--- src/rtl/panda_ram_arbiter_if.sv ---
// Requester and RAM-side signal bundle for panda_ram_arbiter.
// The slave modport belongs to the arbiter; master belongs to the core/RAM side.
interface panda_ram_arbiter_if #(
  parameter int DataWidth = 32,
  parameter int Depth     = 1024,
  parameter int AddrWidth = 32
);
  logic                       instr_req_i;
  logic [AddrWidth-1:0]       instr_addr_i;
  logic                       instr_gnt_o;
  logic                       instr_rvalid_o;
  logic [DataWidth-1:0]       instr_rdata_o;
  logic                       instr_err_o;

  logic                       data_req_i;
  logic [DataWidth/8-1:0]     data_we_i;
  logic [AddrWidth-1:0]       data_addr_i;
  logic [DataWidth-1:0]       data_wdata_i;
  logic                       data_gnt_o;
  logic                       data_rvalid_o;
  logic                       data_err_o;
  logic [DataWidth-1:0]       data_rdata_o;

  logic                       ram_ce_o;
  logic [DataWidth/8-1:0]     ram_we_o;
  logic [$clog2(Depth)-1:0]   ram_addr_o;
  logic [DataWidth-1:0]       ram_wdata_o;
  logic [DataWidth-1:0]       ram_rdata_i;

  modport slave (
    input  instr_req_i, instr_addr_i,
    output instr_gnt_o, instr_rvalid_o, instr_rdata_o, instr_err_o,
    input  data_req_i, data_we_i, data_addr_i, data_wdata_i,
    output data_gnt_o, data_rvalid_o, data_err_o, data_rdata_o,
    output ram_ce_o, ram_we_o, ram_addr_o, ram_wdata_o,
    input  ram_rdata_i
  );

  modport master (
    output instr_req_i, instr_addr_i,
    input  instr_gnt_o, instr_rvalid_o, instr_rdata_o, instr_err_o,
    output data_req_i, data_we_i, data_addr_i, data_wdata_i,
    input  data_gnt_o, data_rvalid_o, data_err_o, data_rdata_o,
    input  ram_ce_o, ram_we_o, ram_addr_o, ram_wdata_o,
    output ram_rdata_i
  );
endinterface

--- src/rtl/panda_ram_arbiter.sv ---
// Shares one single-port byte-writable RAM between fetch and load/store ports.
// PANDA_RAM_ARB_RR_EN selects round-robin arbitration; default is data-over-fetch priority.
module panda_ram_arbiter #(
  parameter int DataWidth = 32,
  parameter int Depth     = 1024,
  parameter int AddrWidth = 32
) (
  input  logic               clk_i,
  input  logic               rst_ni,
  panda_ram_arbiter_if.slave bus
);
  localparam int WA = $clog2(Depth);

  typedef struct packed {
    logic valid;
    logic owner;   // 1 = data port
    logic err;
  } rsp_t;

  logic d_inr, i_inr, pick_data, d_gnt, i_gnt;
  rsp_t rsp_q;

  // In range when every bit above the word index is zero.
  assign d_inr = (bus.data_addr_i  >> (WA + 2)) == '0;
  assign i_inr = (bus.instr_addr_i >> (WA + 2)) == '0;

`ifdef PANDA_RAM_ARB_RR_EN
  logic last_data_q;
  assign pick_data = bus.data_req_i & (~bus.instr_req_i | ~last_data_q);

  always_ff @(posedge clk_i or negedge rst_ni) begin
    if (!rst_ni)             last_data_q <= 1'b0;
    else if (d_gnt | i_gnt)  last_data_q <= d_gnt;
  end
`else
  assign pick_data = bus.data_req_i;
`endif

  assign d_gnt = rst_ni & pick_data;
  assign i_gnt = rst_ni & bus.instr_req_i & ~pick_data;

  assign bus.data_gnt_o  = d_gnt;
  assign bus.instr_gnt_o = i_gnt;

  assign bus.ram_ce_o    = (d_gnt & d_inr) | (i_gnt & i_inr);
  assign bus.ram_we_o    = (d_gnt & d_inr) ? bus.data_we_i : '0;
  assign bus.ram_addr_o  = i_gnt ? bus.instr_addr_i[WA+1:2] : bus.data_addr_i[WA+1:2];
  assign bus.ram_wdata_o = bus.data_wdata_i;

  always_ff @(posedge clk_i or negedge rst_ni) begin
    if (!rst_ni) begin
      rsp_q <= '0;
    end else begin
      rsp_q.valid <= d_gnt | i_gnt;
      rsp_q.owner <= d_gnt;
      rsp_q.err   <= d_gnt ? ~d_inr : ~i_inr;
    end
  end

  assign bus.data_rvalid_o  = rsp_q.valid &  rsp_q.owner;
  assign bus.instr_rvalid_o = rsp_q.valid & ~rsp_q.owner;
  assign bus.data_err_o     = bus.data_rvalid_o  & rsp_q.err;
  assign bus.instr_err_o    = bus.instr_rvalid_o & rsp_q.err;
  assign bus.data_rdata_o   = (bus.data_rvalid_o  & ~rsp_q.err) ? bus.ram_rdata_i : '0;
  assign bus.instr_rdata_o  = (bus.instr_rvalid_o & ~rsp_q.err) ? bus.ram_rdata_i : '0;
endmodule

--- src/flat_wrapper.sv ---
// flat-port wrapper written by rule: the top's interface ports become plain ports
module panda_ram_arbiter_flat 
#(
  parameter int DataWidth = 32,
  parameter int Depth     = 1024,
  parameter int AddrWidth = 32
)
  (clk_i, rst_ni, bus_instr_req_i, bus_instr_addr_i, bus_instr_gnt_o, bus_instr_rvalid_o, bus_instr_rdata_o, bus_instr_err_o, bus_data_req_i, bus_data_we_i, bus_data_addr_i, bus_data_wdata_i, bus_data_gnt_o, bus_data_rvalid_o, bus_data_err_o, bus_data_rdata_o, bus_ram_ce_o, bus_ram_we_o, bus_ram_addr_o, bus_ram_wdata_o, bus_ram_rdata_i);
  panda_ram_arbiter_if #(.DataWidth(DataWidth), .Depth(Depth), .AddrWidth(AddrWidth)) bus_i ();
  input  logic clk_i;
  input  logic rst_ni;
  input wire logic [$bits(bus_i.instr_req_i)-1:0] bus_instr_req_i;
  input wire logic [$bits(bus_i.instr_addr_i)-1:0] bus_instr_addr_i;
  output wire logic [$bits(bus_i.instr_gnt_o)-1:0] bus_instr_gnt_o;
  output wire logic [$bits(bus_i.instr_rvalid_o)-1:0] bus_instr_rvalid_o;
  output wire logic [$bits(bus_i.instr_rdata_o)-1:0] bus_instr_rdata_o;
  output wire logic [$bits(bus_i.instr_err_o)-1:0] bus_instr_err_o;
  input wire logic [$bits(bus_i.data_req_i)-1:0] bus_data_req_i;
  input wire logic [$bits(bus_i.data_we_i)-1:0] bus_data_we_i;
  input wire logic [$bits(bus_i.data_addr_i)-1:0] bus_data_addr_i;
  input wire logic [$bits(bus_i.data_wdata_i)-1:0] bus_data_wdata_i;
  output wire logic [$bits(bus_i.data_gnt_o)-1:0] bus_data_gnt_o;
  output wire logic [$bits(bus_i.data_rvalid_o)-1:0] bus_data_rvalid_o;
  output wire logic [$bits(bus_i.data_err_o)-1:0] bus_data_err_o;
  output wire logic [$bits(bus_i.data_rdata_o)-1:0] bus_data_rdata_o;
  output wire logic [$bits(bus_i.ram_ce_o)-1:0] bus_ram_ce_o;
  output wire logic [$bits(bus_i.ram_we_o)-1:0] bus_ram_we_o;
  output wire logic [$bits(bus_i.ram_addr_o)-1:0] bus_ram_addr_o;
  output wire logic [$bits(bus_i.ram_wdata_o)-1:0] bus_ram_wdata_o;
  input wire logic [$bits(bus_i.ram_rdata_i)-1:0] bus_ram_rdata_i;
  assign bus_i.instr_req_i = bus_instr_req_i;
  assign bus_i.instr_addr_i = bus_instr_addr_i;
  assign bus_instr_gnt_o = bus_i.instr_gnt_o;
  assign bus_instr_rvalid_o = bus_i.instr_rvalid_o;
  assign bus_instr_rdata_o = bus_i.instr_rdata_o;
  assign bus_instr_err_o = bus_i.instr_err_o;
  assign bus_i.data_req_i = bus_data_req_i;
  assign bus_i.data_we_i = bus_data_we_i;
  assign bus_i.data_addr_i = bus_data_addr_i;
  assign bus_i.data_wdata_i = bus_data_wdata_i;
  assign bus_data_gnt_o = bus_i.data_gnt_o;
  assign bus_data_rvalid_o = bus_i.data_rvalid_o;
  assign bus_data_err_o = bus_i.data_err_o;
  assign bus_data_rdata_o = bus_i.data_rdata_o;
  assign bus_ram_ce_o = bus_i.ram_ce_o;
  assign bus_ram_we_o = bus_i.ram_we_o;
  assign bus_ram_addr_o = bus_i.ram_addr_o;
  assign bus_ram_wdata_o = bus_i.ram_wdata_o;
  assign bus_i.ram_rdata_i = bus_ram_rdata_i;
  panda_ram_arbiter #(.DataWidth(DataWidth), .Depth(Depth), .AddrWidth(AddrWidth)) u_core (.clk_i(clk_i), .rst_ni(rst_ni), .bus(bus_i));
endmodule
--- config.mk ---
export PLATFORM = sky130hd
export DESIGN_NAME = panda_ram_arbiter_flat
export DESIGN_NICKNAME = d
export VERILOG_FILES = /design/src/rtl/panda_ram_arbiter_if.sv /design/src/rtl/panda_ram_arbiter.sv /design/src/flat_wrapper.sv
export SDC_FILE = /design/constraint.sdc
export NUM_CORES = 1
export LEC_CHECK = 0
export CAP_MARGIN = 20
export CORE_AREA = 8 8 93 95
export DETAILED_ROUTE_END_ITERATION = 7
export DIE_AREA = 0 0 101 103
export DONT_BUFFER_PORTS = 1
export PLACE_DENSITY_LB_ADDON = 0.3
export SYNTH_ARGS = -nofsm -noshare
export SYNTH_HDL_FRONTEND = slang
export SYNTH_SLANG_ARGS = --single-unit
--- constraint.sdc ---
create_clock -name clk_i -period 2.6 [get_ports clk_i]
set_input_delay 0.39 -clock clk_i [delete_from_list [all_inputs] [get_ports clk_i]]
set_output_delay 0.39 -clock clk_i [all_outputs]
set_load 0.02 [all_outputs]
==> impl_results.md <==
- NetSw: 0.0659 mW
- Drt drc: 0
- Status: finished, final reports clean
- Largest register by flop count: u_core.rsp_q
- Vias in the first global route: 1099
- Type of origin of the critical path: flop
- Register area share after synthesis: 6.51%
- CTS max path bufs: 2
- Worst Path Arrival: 1.64 ns
- GRT overflow: 0
- DRT Pass-1 Iters: 4
- Filler Cell Count: 832
- Crit. Startpoint: u_core.rsp_q[1]$_DFF_PN0_
- PD cells: 227 nW/um^2
- HP Class: in -> reg
- Initial antenna violation count: 0
- Area growth from synthesis to layout: -6.29%
- VDD IR max: 0.000229 V
- IO Pins: 253
- Total number of vias: 944
- Core Box Area: 7140 um^2
- Rel. slew slack: 55.9%
- Most numerous cell in the Yosys netlist: and2_1
- Final setup fails: 0
- Die Y: 103 um
- Fmax: 0.493 GHz
- CP Class: reg -> out
- Final slew viol count: 0
- End-of-flow core utilization: 15.1%
- Critical Path End Type: output pin
- Multi-input combinational cell area: 782 um^2
- Top cells by area, synth: and2_1, buf_4, mux2_4
- Final hold viol count: 0
- Net Sw Frac: 26.9%
- # clock sinks: 3
- IO Port Bufs: 0
- CTS Buf Count: 3
- Crit Path Max Fanout: 32
- DRT Wirelength: 4600 um
- Postcts setup bufs: 0
- Biggest regs: u_core.rsp_q x3
- Total leakage power: 0.423 nW
- Die Width: 101 um
- Synth top area share: 36.3%
- Hpwl dp: 4230 um
- Dpl cells: 214
- Yosys cell types: 23
- Drt wl/cell: 21.0 um
- First-pass GRT wire length: 5980 um
- Final hold slack: 0.309 ns
- GRT Overall Usage: 7.26%
- Routability congestion estimate from global placement: 0.727
- FF+latch count, synth: 3
- Slew at the pin closest to its max-slew limit: 0.656 ns
- Synthesized area: 1150 um^2
- Antenna Cells: 0
- Internal power: 0.179 mW
- Worst EP required: 2.21 ns
- Final #Nets: 257
- Htree depth: 1
- Fin crit share: 77.9%
- Syn nets: 286
- Syn Area/Cell: 7.69 um^2
- Seq pwr share: 20.4%
- Combinational Power Share: 25.2%
- Post-synth top cells: and2_1, buf_4, mux2_4, buf_2, nor4_1
- Cells after synthesis: 150
- Yosys warns: 0
- Rows: 31
- DRT iter0 DRCs: 23
- Root Driver: clkbuf_8
- Starting Density: 16.2%
- Vias/cell: 4.31
- Yosys top cell by area: and2_1
- Antenna-violating nets left: 0
- Ys async rst share: 100%
- Crit path to: bus_instr_rdata_o[30]
- TritonCTS clock tree: done
- Dominant synthesized flop cell: dfrtp_1
- Post-synth EDFFs: 0
- Register area: 75.1 um^2
- Total power: 0.245 mW
- Die Area: 10400 um^2
- Final min period: 2.03 ns
- Final Instance Count excl. Fillers: 219
- Max-Cap Viols: 0
- Clk pwr share: 54.4%
- Clk slew on worst S/H paths: 0.03 ns
- Layout cells sized above 1: 17.5%
- Setup_tns: 0 ns
- Largest net degree at the start of global routing: 33
- Number of flip-flops under the largest register name: 3
- RSZ-0062 raised after global routing: false
## critical path: stages, from the launching register on
cell	delay, ns
dfrtp_1	0.38
nor2b_2	0.30
and2b_1	0.18
buf_4	0.25
and2_1	0.31
## metal layers
layer	GRT usage, %	vias up	wire length, um
met5	0	-	0
met4	1.72	0	19
met3	5.27	4	916
met2	12.8	133	2340
met1	6.57	414	1330
li1	-	393	-
## power by group through the flow
stage	logic, mW	clock network [mW]	registers [mW]
after floorplan	0.127	0	0.0502
after global placement	0.0610	0	0.0506
after detailed placement	0.0611	0	0.0506
after CTS	0.0634	0.137	0.0501
after global routing	0.0654	0.142	0.0503
final	0.0617	0.133	0.0500
## logic make-up after synthesis
kind of cell           after synthesis  synth area share, %
flip-flops                           3                 6.51
buffers and inverters               43                 25.7
AND/OR/NAND/NOR                     91                 53.5
multiplexers                        10                 12.4
AO/OA/AOI/OAI                        3                 1.95
## stage by stage
step | cell area [um^2] | worst slack [ns]
finish | 1080 | 0.574
global route | 1080 | 0.424
CTS | 1080 | 0.518
detailed placement | 1030 | 0.706
global placement | 1030 | 0.718
floorplan | 1150 | 0.833
## cells in the final DEF (no fill, tap or decap), types with 2 or more instances in the layout
cell,count
dfrtp_1,3
inv_1,4
and2b_1,2
clkbuf_8,3
buf_4,4
mux2_1,2
mux2_4,8
and2_1,67
nor4_2,2
nor4_4,2
nor4_1,6
nor3_1,4
nand3_1,2
## what timing repair did
item | 4_1_cts | 5_1_grt
resized for setup | 0 | 0
endpoints found under the hold margin | 3 | 0
hold buffers | 1 | 0
## layout make-up
class / count / share of cell area [%]
flip-flops and latches: 3 / 6.94
inverters: 4 / 1.39
multi-input cells: 104 / 72.3
clock buffers: 4 / 4.17
well taps: 99 / 11.5
repair buffers: 5 / 3.70
## worst min path at each step
| stage | startpoint | endpoint | cells past startpoint |
|---|---|---|---|
| 2_1_floorplan | rst_ni | u_core.rsp_q[0]$_DFF_PN0_ | 0 |
| 3_3_place_gp | rst_ni | u_core.rsp_q[2]$_DFF_PN0_ | 0 |
| 3_5_place_dp | rst_ni | u_core.rsp_q[2]$_DFF_PN0_ | 0 |
| 4_1_cts | rst_ni | u_core.rsp_q[2]$_DFF_PN0_ | 1 |
| 5_1_grt | rst_ni | u_core.rsp_q[2]$_DFF_PN0_ | 1 |
| 6_report | rst_ni | u_core.rsp_q[2]$_DFF_PN0_ | 1 |
(Power assumes the default switching activity.)
